==> src/rtl/fft_addr_gen.sv <==
// Self-sequencing butterfly address generator for an in-place radix-2 FFT.
// Optional build macro: FFT_ADDR_BITREV_EN (bit-reversed working address layout).
module fft_addr_gen #(
    parameter int LOG2N     = 4,
    parameter int STAGE_GAP = 2,
    localparam int SW       = (LOG2N > 2) ? $clog2(LOG2N) : 1
) (
    input  logic             clk,
    input  logic             rst,
    input  logic             start,
    input  logic             ready,
    output logic             valid,
    output logic [LOG2N-1:0] addr_a,
    output logic [LOG2N-1:0] addr_b,
    output logic [LOG2N-2:0] twiddle_idx,
    output logic [SW-1:0]    stage,
    output logic             last_stage,
    output logic             busy,
    output logic             done
);
    localparam int JW = LOG2N - 1;
    localparam int GW = (STAGE_GAP > 1) ? $clog2(STAGE_GAP) : 1;

    localparam logic [LOG2N-1:0] ONE    = LOG2N'(1);
    localparam logic [JW-1:0]    J_LAST = '1;
    localparam logic [JW-1:0]    J_ONE  = JW'(1);
    localparam logic [SW-1:0]    S_LAST = SW'(LOG2N - 1);
    localparam logic [SW-1:0]    S_ONE  = SW'(1);
    localparam logic [GW-1:0]    G_LAST = GW'((STAGE_GAP > 0) ? STAGE_GAP - 1 : 0);
    localparam logic [GW-1:0]    G_ONE  = GW'(1);

    typedef enum logic [1:0] {IDLE, RUN, GAP, DONE} state_t;

    typedef struct packed {
        logic [LOG2N-1:0] a;
        logic [LOG2N-1:0] b;
        logic [LOG2N-2:0] tw;
    } triple_t;

    state_t         state;
    logic [JW-1:0]  j;
    logic [GW-1:0]  gcnt;

`ifdef FFT_ADDR_BITREV_EN
    function automatic logic [LOG2N-1:0] bitrev(input logic [LOG2N-1:0] x);
        logic [LOG2N-1:0] r;
        r = '0;
        for (int i = 0; i < LOG2N; i++)
            r[i] = x[LOG2N-1-i];
        return r;
    endfunction
`endif

    // Butterfly j of stage s pairs samples half apart inside groups of 2*half.
    function automatic triple_t calc(input logic [SW-1:0] s, input logic [JW-1:0] jj);
        triple_t          t;
        logic [LOG2N-1:0] jx, half, grp, pos, a, twf;
        jx   = {1'b0, jj};
        half = ONE << s;
        grp  = jx >> s;
        pos  = jx & (half - ONE);
        a    = (grp << (int'(s) + 1)) | pos;
        twf  = pos << (LOG2N - 1 - int'(s));
`ifdef FFT_ADDR_BITREV_EN
        t.a  = bitrev(a);
        t.b  = bitrev(a | half);
`else
        t.a  = a;
        t.b  = a | half;
`endif
        t.tw = twf[LOG2N-2:0];
        return t;
    endfunction

    always_ff @(posedge clk) begin
        if (rst) begin
            state       <= IDLE;
            stage       <= '0;
            j           <= '0;
            gcnt        <= '0;
            valid       <= 1'b0;
            busy        <= 1'b0;
            done        <= 1'b0;
            last_stage  <= 1'b0;
            {addr_a, addr_b, twiddle_idx} <= '0;
        end else begin
            done <= 1'b0;
            case (state)
                IDLE: begin
                    if (start) begin
                        stage      <= '0;
                        j          <= '0;
                        {addr_a, addr_b, twiddle_idx} <= calc('0, '0);
                        valid      <= 1'b1;
                        busy       <= 1'b1;
                        last_stage <= 1'b0;
                        state      <= RUN;
                    end
                end
                RUN: begin
                    if (ready) begin
                        if (j != J_LAST) begin
                            j <= j + J_ONE;
                            {addr_a, addr_b, twiddle_idx} <= calc(stage, j + J_ONE);
                        end else if (stage != S_LAST) begin
                            j     <= '0;
                            stage <= stage + S_ONE;
                            if (STAGE_GAP == 0) begin
                                {addr_a, addr_b, twiddle_idx} <= calc(stage + S_ONE, '0);
                                last_stage <= ((stage + S_ONE) == S_LAST);
                            end else begin
                                valid      <= 1'b0;
                                last_stage <= 1'b0;
                                gcnt       <= '0;
                                state      <= GAP;
                            end
                        end else begin
                            valid      <= 1'b0;
                            busy       <= 1'b0;
                            last_stage <= 1'b0;
                            done       <= 1'b1;
                            state      <= DONE;
                        end
                    end
                end
                GAP: begin
                    // stage/j already point at the next stage's first butterfly
                    if (gcnt == G_LAST) begin
                        {addr_a, addr_b, twiddle_idx} <= calc(stage, '0);
                        valid      <= 1'b1;
                        last_stage <= (stage == S_LAST);
                        state      <= RUN;
                    end else begin
                        gcnt <= gcnt + G_ONE;
                    end
                end
                DONE: begin
                    stage <= '0;
                    j     <= '0;
                    state <= IDLE;
                end
                default: state <= IDLE;
            endcase
        end
    end
endmodule

==> config.mk <==
export PLATFORM = sky130hd
export DESIGN_NAME = fft_addr_gen
export DESIGN_NICKNAME = d
export VERILOG_FILES = /design/src/rtl/fft_addr_gen.sv
export SDC_FILE = /design/constraint.sdc
export NUM_CORES = 1
export LEC_CHECK = 0
export ABC_AREA = 1
export CAP_MARGIN = 0
export CORE_MARGIN = 5
export CORE_UTILIZATION = 48
export DETAILED_ROUTE_END_ITERATION = 10
export MAX_ROUTING_LAYER = met4
export PLACE_DENSITY_LB_ADDON = 0.2
export SETUP_SLACK_MARGIN = 0.3
export SYNTH_ARGS = -nofsm -noshare
export SYNTH_HDL_FRONTEND = slang
export SYNTH_SLANG_ARGS = --single-unit
==> constraint.sdc <==
create_clock -name clk -period 1.7 [get_ports clk]
set_input_delay 0.17 -clock clk [delete_from_list [all_inputs] [get_ports clk]]
set_output_delay 0.17 -clock clk [all_outputs]
set_load 0.01 [all_outputs]
Word-level counts from Yosys, hierarchy flattened
Index checks and enable logic that the tools add are counted.
{ "word_totals": {"ff_bits": 23, "in_bits": 4, "elab_cells": 105} }
{ "op_classes": {"muxes": 48, "shift": 7, "n_bitwise": 6, "n_addsub": 6, "n_eq_ne": 14, "reduce_logical": 13} }
{ "ops": {"columns": ["op", "n"], "rows": [
  ["two-way mux 4 bit", 8],
  ["left shift 1 x 32 -> 3 bit (first input constant)", 1],
  ["left shift 4 x 32 -> 3 bit", 1],
  ["left shift 4 x 32 -> 4 bit", 1],
  ["case mux 4 bit (3 select lines)", 2],
  ["two-way mux 3 bit", 7],
  ["AND reduction 5 bit", 4],
  ["case mux 3 bit (3 select lines)", 2],
  ["two-way mux 2 bit", 8],
  ["inequality test 2 bit (second input constant)", 8],
  ["two-way mux 1 bit", 15],
  ["bitwise OR 4 bit", 3],
  ["AND reduction 4 bit", 3],
  ["case mux 2 bit (4 select lines)", 1],
  ["equality test 2 bit (second input constant)", 3],
  ["inequality test 3 bit (second input constant)", 2],
  ["case mux 1 bit (3 select lines)", 2],
  ["case mux 2 bit (3 select lines)", 1],
  ["nonzero test 3 bit", 2],
  ["bitwise AND 3 x 4 -> 4 bit", 1],
  ["case mux 1 bit (2 select lines)", 2],
  ["nonzero test 2 bit", 2],
  ["OR reduction 4 bit", 1],
  ["left shift 1 x 2 -> 4 bit (first input constant)", 1],
  ["other kinds (12)", 13]
]} }

Longest topological paths before layout
Gate-level depths: netlist of the first run.
{ "logic_depth": {"word_depth": 8, "ltp_mapped": 12, "mapped_depth_nobuf": 12} }

Least setup slack after synthesis of the first run
OpenSTA, ideal clock, no wires.
{ "synth_path": {"kind": "flip-flop to flip-flop", "startpoint": "register stage[0]", "endpoint": "register addr_b[2]", "setup_slack_ns": -0.089, "stages_incl_launch_ff": 13, "t_arrival_ns": 1.719, "setup_ns": 0.070, "t_required_ns": 1.630, "period_less_slack_ns": 1.789, "path_buffers": 1, "path_cell_list": "dfxtp_1 > inv_1 > buf_2 > ha_1 > nor2_1 > nand4_1 > nand2_1 > inv_1 > nand2_1 > nand2_1 > nand2_1 > nand2_1 > a21oi_1"} }
{ "synth_between": {"elab_chain_len": 8, "word_cells_on_any_way": 15} }
{ "synth_lines": {"columns": ["item", "line", "text"], "rows": [
  ["start, declared", "16", "output logic [SW-1:0] stage,"],
  ["start signal, assigned", "107", "stage <= stage + S_ONE;"],
  ["left shift 1 x 2 -> 4 bit", "59", "half = ONE << s;"],
  ["subtractor 4 x 1 -> 4 bit", null, null],
  ["bitwise AND 3 x 4 -> 4 bit", "61", "pos = jx & (half - ONE);"],
  ["bitwise OR 4 bit", "62", "a = (grp << (int'(s) + 1)) | pos;"],
  ["bitwise OR 4 bit", "69", "t.b = a | half;"],
  ["two-way mux 4 bit", "102", "if (j != J_LAST) begin"],
  ["two-way mux 4 bit", "101", "if (ready) begin"],
  ["case mux 4 bit (3 select lines) (*)", "88", "case (state)"],
  ["end signal, assigned", "93", "{addr_a, addr_b, twiddle_idx} <= calc('0, '0);"],
  ["end signal, assigned", "104", "{addr_a, addr_b, twiddle_idx} <= calc(stage, j + J_ONE);"],
  ["end signal, assigned", "109", "{addr_a, addr_b, twiddle_idx} <= calc(stage + S_ONE, '0);"],
  ["end, declared", "14", "output logic [LOG2N-1:0] addr_b,"]
]} }
Every way passes the cells marked *; elsewhere a longest branch is shown, timed or not. The select of a mux whose other input is x is not followed.
A chain may end at the register's enable or synchronous reset.

Worst setup path in the final report of the first run
{ "layout_path": {"startpoint": "register state[0]", "endpoint": "register state[0]"} }
{ "layout_between": {"elab_chain_len": 3, "word_cells_on_any_way": 10} }
{ "layout_lines": {"columns": ["item", "line", "text"], "rows": [
  ["start, declared", "40", "state_t state;"],
  ["start signal, assigned", "77", "state <= IDLE;"],
  ["start signal, assigned", "97", "state <= RUN;"],
  ["start signal, assigned", "115", "state <= GAP;"],
  ["equality test 2 x 1 -> 1 bit (tied with other cells)", "88", null],
  ["inequality test 2 bit (no line)", null, null],
  ["AND reduction 4 bit (no line)", null, null]
]} }
Several ways; a longest one is shown, not always the timed one.

==> qor.yml, run 1 <==
wl_per_cell_um: 16.26
drive_gt1_frac: 0.4873
overflow: 0
power_frac_comb: 0.722
power_leakage_nw: 1.115
ys_ff_latch: 23
routed_wl_um: 4342
intPower_w: 0.001983
path_clk_slew_ns: 0.14
final_cells: 267
initial_core_util: 0.5036
dieArea_um2: 4069
ioPinCount: 21
worst_slew_pin_slew_ns: 0.4050
hold_viol_final: 0
grt_setup_unrepaired: "true"
rows: 19
clock_skew_ns: 0.01357
root_buffer: "clkbuf_4"
power.share.switching: 0.4776
switchingPower_w: 0.001812
r2r_cells: 10
pwr-share-seq: 0.206
numCtsBuffers: 3
core_um2: 2758
setup_ws_ns: -0.005887
synthToLayoutAreaGrowth_pct: 62.88
hold_class: "input port to flip-flop"
htree_levels: 1
total_power_w: 0.003795
nets: 252
die_x_um: 63.79
cp.arrival_ns: 1.97
grt_pass1_vias: 1454
min_period_ns: 1.706
cts_tree: "yes"
antenna_found_initial: 0
maxSlewViolCount: 0
status: "finished, violations left"
vias: 1471
synth_area_per_cell_um2: 7.427
crit_fanout: 6
violations: "negative setup slack"
setup_violations: 2
fin_setup_tns_ns: -0.008315
antenna_violating_nets_post_route: 0
post-route-period-util: 1.003
fmax_ghz: 0.5862
slew_headroom: 0.7288
fill_cells: 160
drt_iter0_drc: 140
cts_num_sinks: 23
grt_max_degree: 15
fp.dieH_um: 63.79
criticalPathCategory: "flip-flop to flip-flop"
io_buffers: 20
synth_top_cell_by_area: "dfxtp_1"
final_util: 0.8203
timing.rr.start: "state[0]$_SDFFE_PP0P_"
min_to: "busy$_SDFFE_PP0P_"
place.gp.congestion: 0.9629
ys_top_cells_by_area: "dfxtp_1, nand2_1, ha_1"
grt.total_usage: 0.2177
synth.distinct_cells: 37
pwr_density_cell_nw_per_um2: 1678
netlist_instances: 187
holdPathStages: 3
yosysSeqAreaShare: 0.3315
multi_input_area_um2: 1107
rrSetupSlack_ns: -0.006
hpwlAfterDp_um: 2610
irDropWorstVdd_mv: 1.659
required_ns: 1.97
ys_warn_count: 0
synth_top_area_frac: 0.3315
drc: 0
start_kind: "flip-flop"
clockPowerShare: 0.072
antenna_cells: 0
cts-hold-fix-buffers: 0
vias_per_cell: 5.509
syn_nets: 202
grt_pass1_wl_um: 6906
worstHoldStart: "start"
cts_buffer_depth: 2
seqCellArea_um2: 481.7
r2r-end: "state[0]$_SDFFE_PP0P_"
drt_pass1_iterations: 4
netlist_area_um2: 1389
end_kind: "flip-flop"
clk_latency_ns: 0.33
dp_cells: 242
drv_cap: 0
-- through the flow --
| stage | hold slack, ns | cell area [um^2] | setup slack (ns) |
|---|---|---|---|
| 6_report | 0.4381 | 2262 | -0.005887 |
| 5_1_grt | 0.4396 | 2262 | -0.07799 |
| 4_1_cts | 0.4297 | 2003 | 0.04103 |
| 3_5_place_dp | 0.4541 | 1775 | 0.02617 |
| 3_3_place_gp | 0.4480 | 1775 | 0.06909 |
| 2_1_floorplan | 0.2485 | 1495 | 0.1485 |
-- cell usage after synthesis, drive strengths merged --
cell and instances:
a31oi 2, clkinv 1, or2 2, ha 11, nand4 2, o21ai 7, o211ai 1, o41ai 1
buf 3, a21oi 22, dfxtp 23, and2 1, clkbuf 2, inv 21, a211oi 3, nor3 5
nand3 12, o2111ai 1, o22ai 1, nand3b 2, nor2 13, nand2 50, nor4 1
-- kinds of logic after synthesis --
kind of cell / Yosys count / share of synthesized area
simple gates: 88 / 0.3279
compound gates: 38 / 0.1577
buf+inv: 27 / 0.08378
flops: 23 / 0.3315
fa+ha+maj: 11 / 0.09910
-- flip-flops by register name, indices dropped and copies added, names as in the netlist --
name,flops
addr_a,4
addr_b,4
j,3
twiddle_idx,3
stage,2
state,2
busy,1
done,1
gcnt,1
last_stage,1
valid,1
-- metal layers --
layer  up-vias  GRT usage  share of wire
met1       682     0.2419           0.41
li1        726          -              -
met3        19    0.04203          0.052
met5         -          -              0
met2        44     0.3731           0.49
met4         0    0.09870          0.045
-- power by group through the flow --
stage	combinational, W	clock, W	sequential (W)
6_report	0.00274	0.000274	0.000782
5_1_grt	0.00294	0.000301	0.000802
4_1_cts	0.00219	0.000272	0.000768
3_5_place_dp	0.00184	0	0.000778
3_3_place_gp	0.00179	0	0.000772
2_1_floorplan	0.00129	0	0.000794
-- layout by cell type (no fill, tap or decap), types with 7 or more instances in the layout --
cell,count
buf_4,23
a21oi_2,9
dlymetal6s2s_1,11
dfxtp_1,14
a21oi_1,11
nand2_2,13
inv_1,12
nand3_1,7
nand2_1,32
-- layout make-up --
type	instances	share of cell area
tap	31	0.01715
timing repair inverter	1	0.004978
clock inverter	1	0.003319
multi-input combinational	137	0.4895
clock buffer	3	0.009956
timing repair buffer	49	0.2113
inverter	22	0.05088
sequential	23	0.2129
-- critical path: stages, from the launching register on --
cell,delay [ns]
dfxtp_4,0.39
buf_6,0.12
ha_4,0.21
nand2_4,0.11
nand2_4,0.07
nor2_4,0.11
nand2_1,0.14
nor2_4,0.17
buf_4,0.15
nand2_1,0.06
a31oi_1,0.12
-- how the worst max path moves through the flow --
stage,start,end,depth (start not counted)
floorplan,state[1]$_SDFFE_PP0P_,last_stage$_SDFFE_PP0P_,11
global placement,state[1]$_SDFFE_PP0P_,stage[1]$_SDFFE_PP0P_,10
detailed placement,ready,last_stage$_SDFFE_PP0P_,10
CTS,state[1]$_SDFFE_PP0P_,stage[1]$_SDFFE_PP0P_,10
global route,state[0]$_SDFFE_PP0P_,addr_a[1]$_SDFFE_PP0P_,10
finish,state[0]$_SDFFE_PP0P_,state[0]$_SDFFE_PP0P_,10
-- timing repair --
| action | CTS | global route |
|---|---|---|
| gates resized for setup | 31 | 57 |
| pin swaps | 12 | 22 |
| cloned | 0 | 1 |
| setup buffers | 16 | 4 |
| setup endpoints to repair | 27 | 33 |
Power figures use the tool's default switching activity.
==> inputs of run 2 (changes only) <==
--- a/config.mk
+++ b/config.mk
@@ -10,6 +10,7 @@
 export CORE_MARGIN = 5
 export CORE_UTILIZATION = 48
 export DETAILED_ROUTE_END_ITERATION = 10
+export GPL_ROUTABILITY_DRIVEN = 1
 export MAX_ROUTING_LAYER = met4
 export PLACE_DENSITY_LB_ADDON = 0.2
 export SETUP_SLACK_MARGIN = 0.3
==> results of run 2 <==
No change in the layout: final DEF, timing and power equal those of run 1.
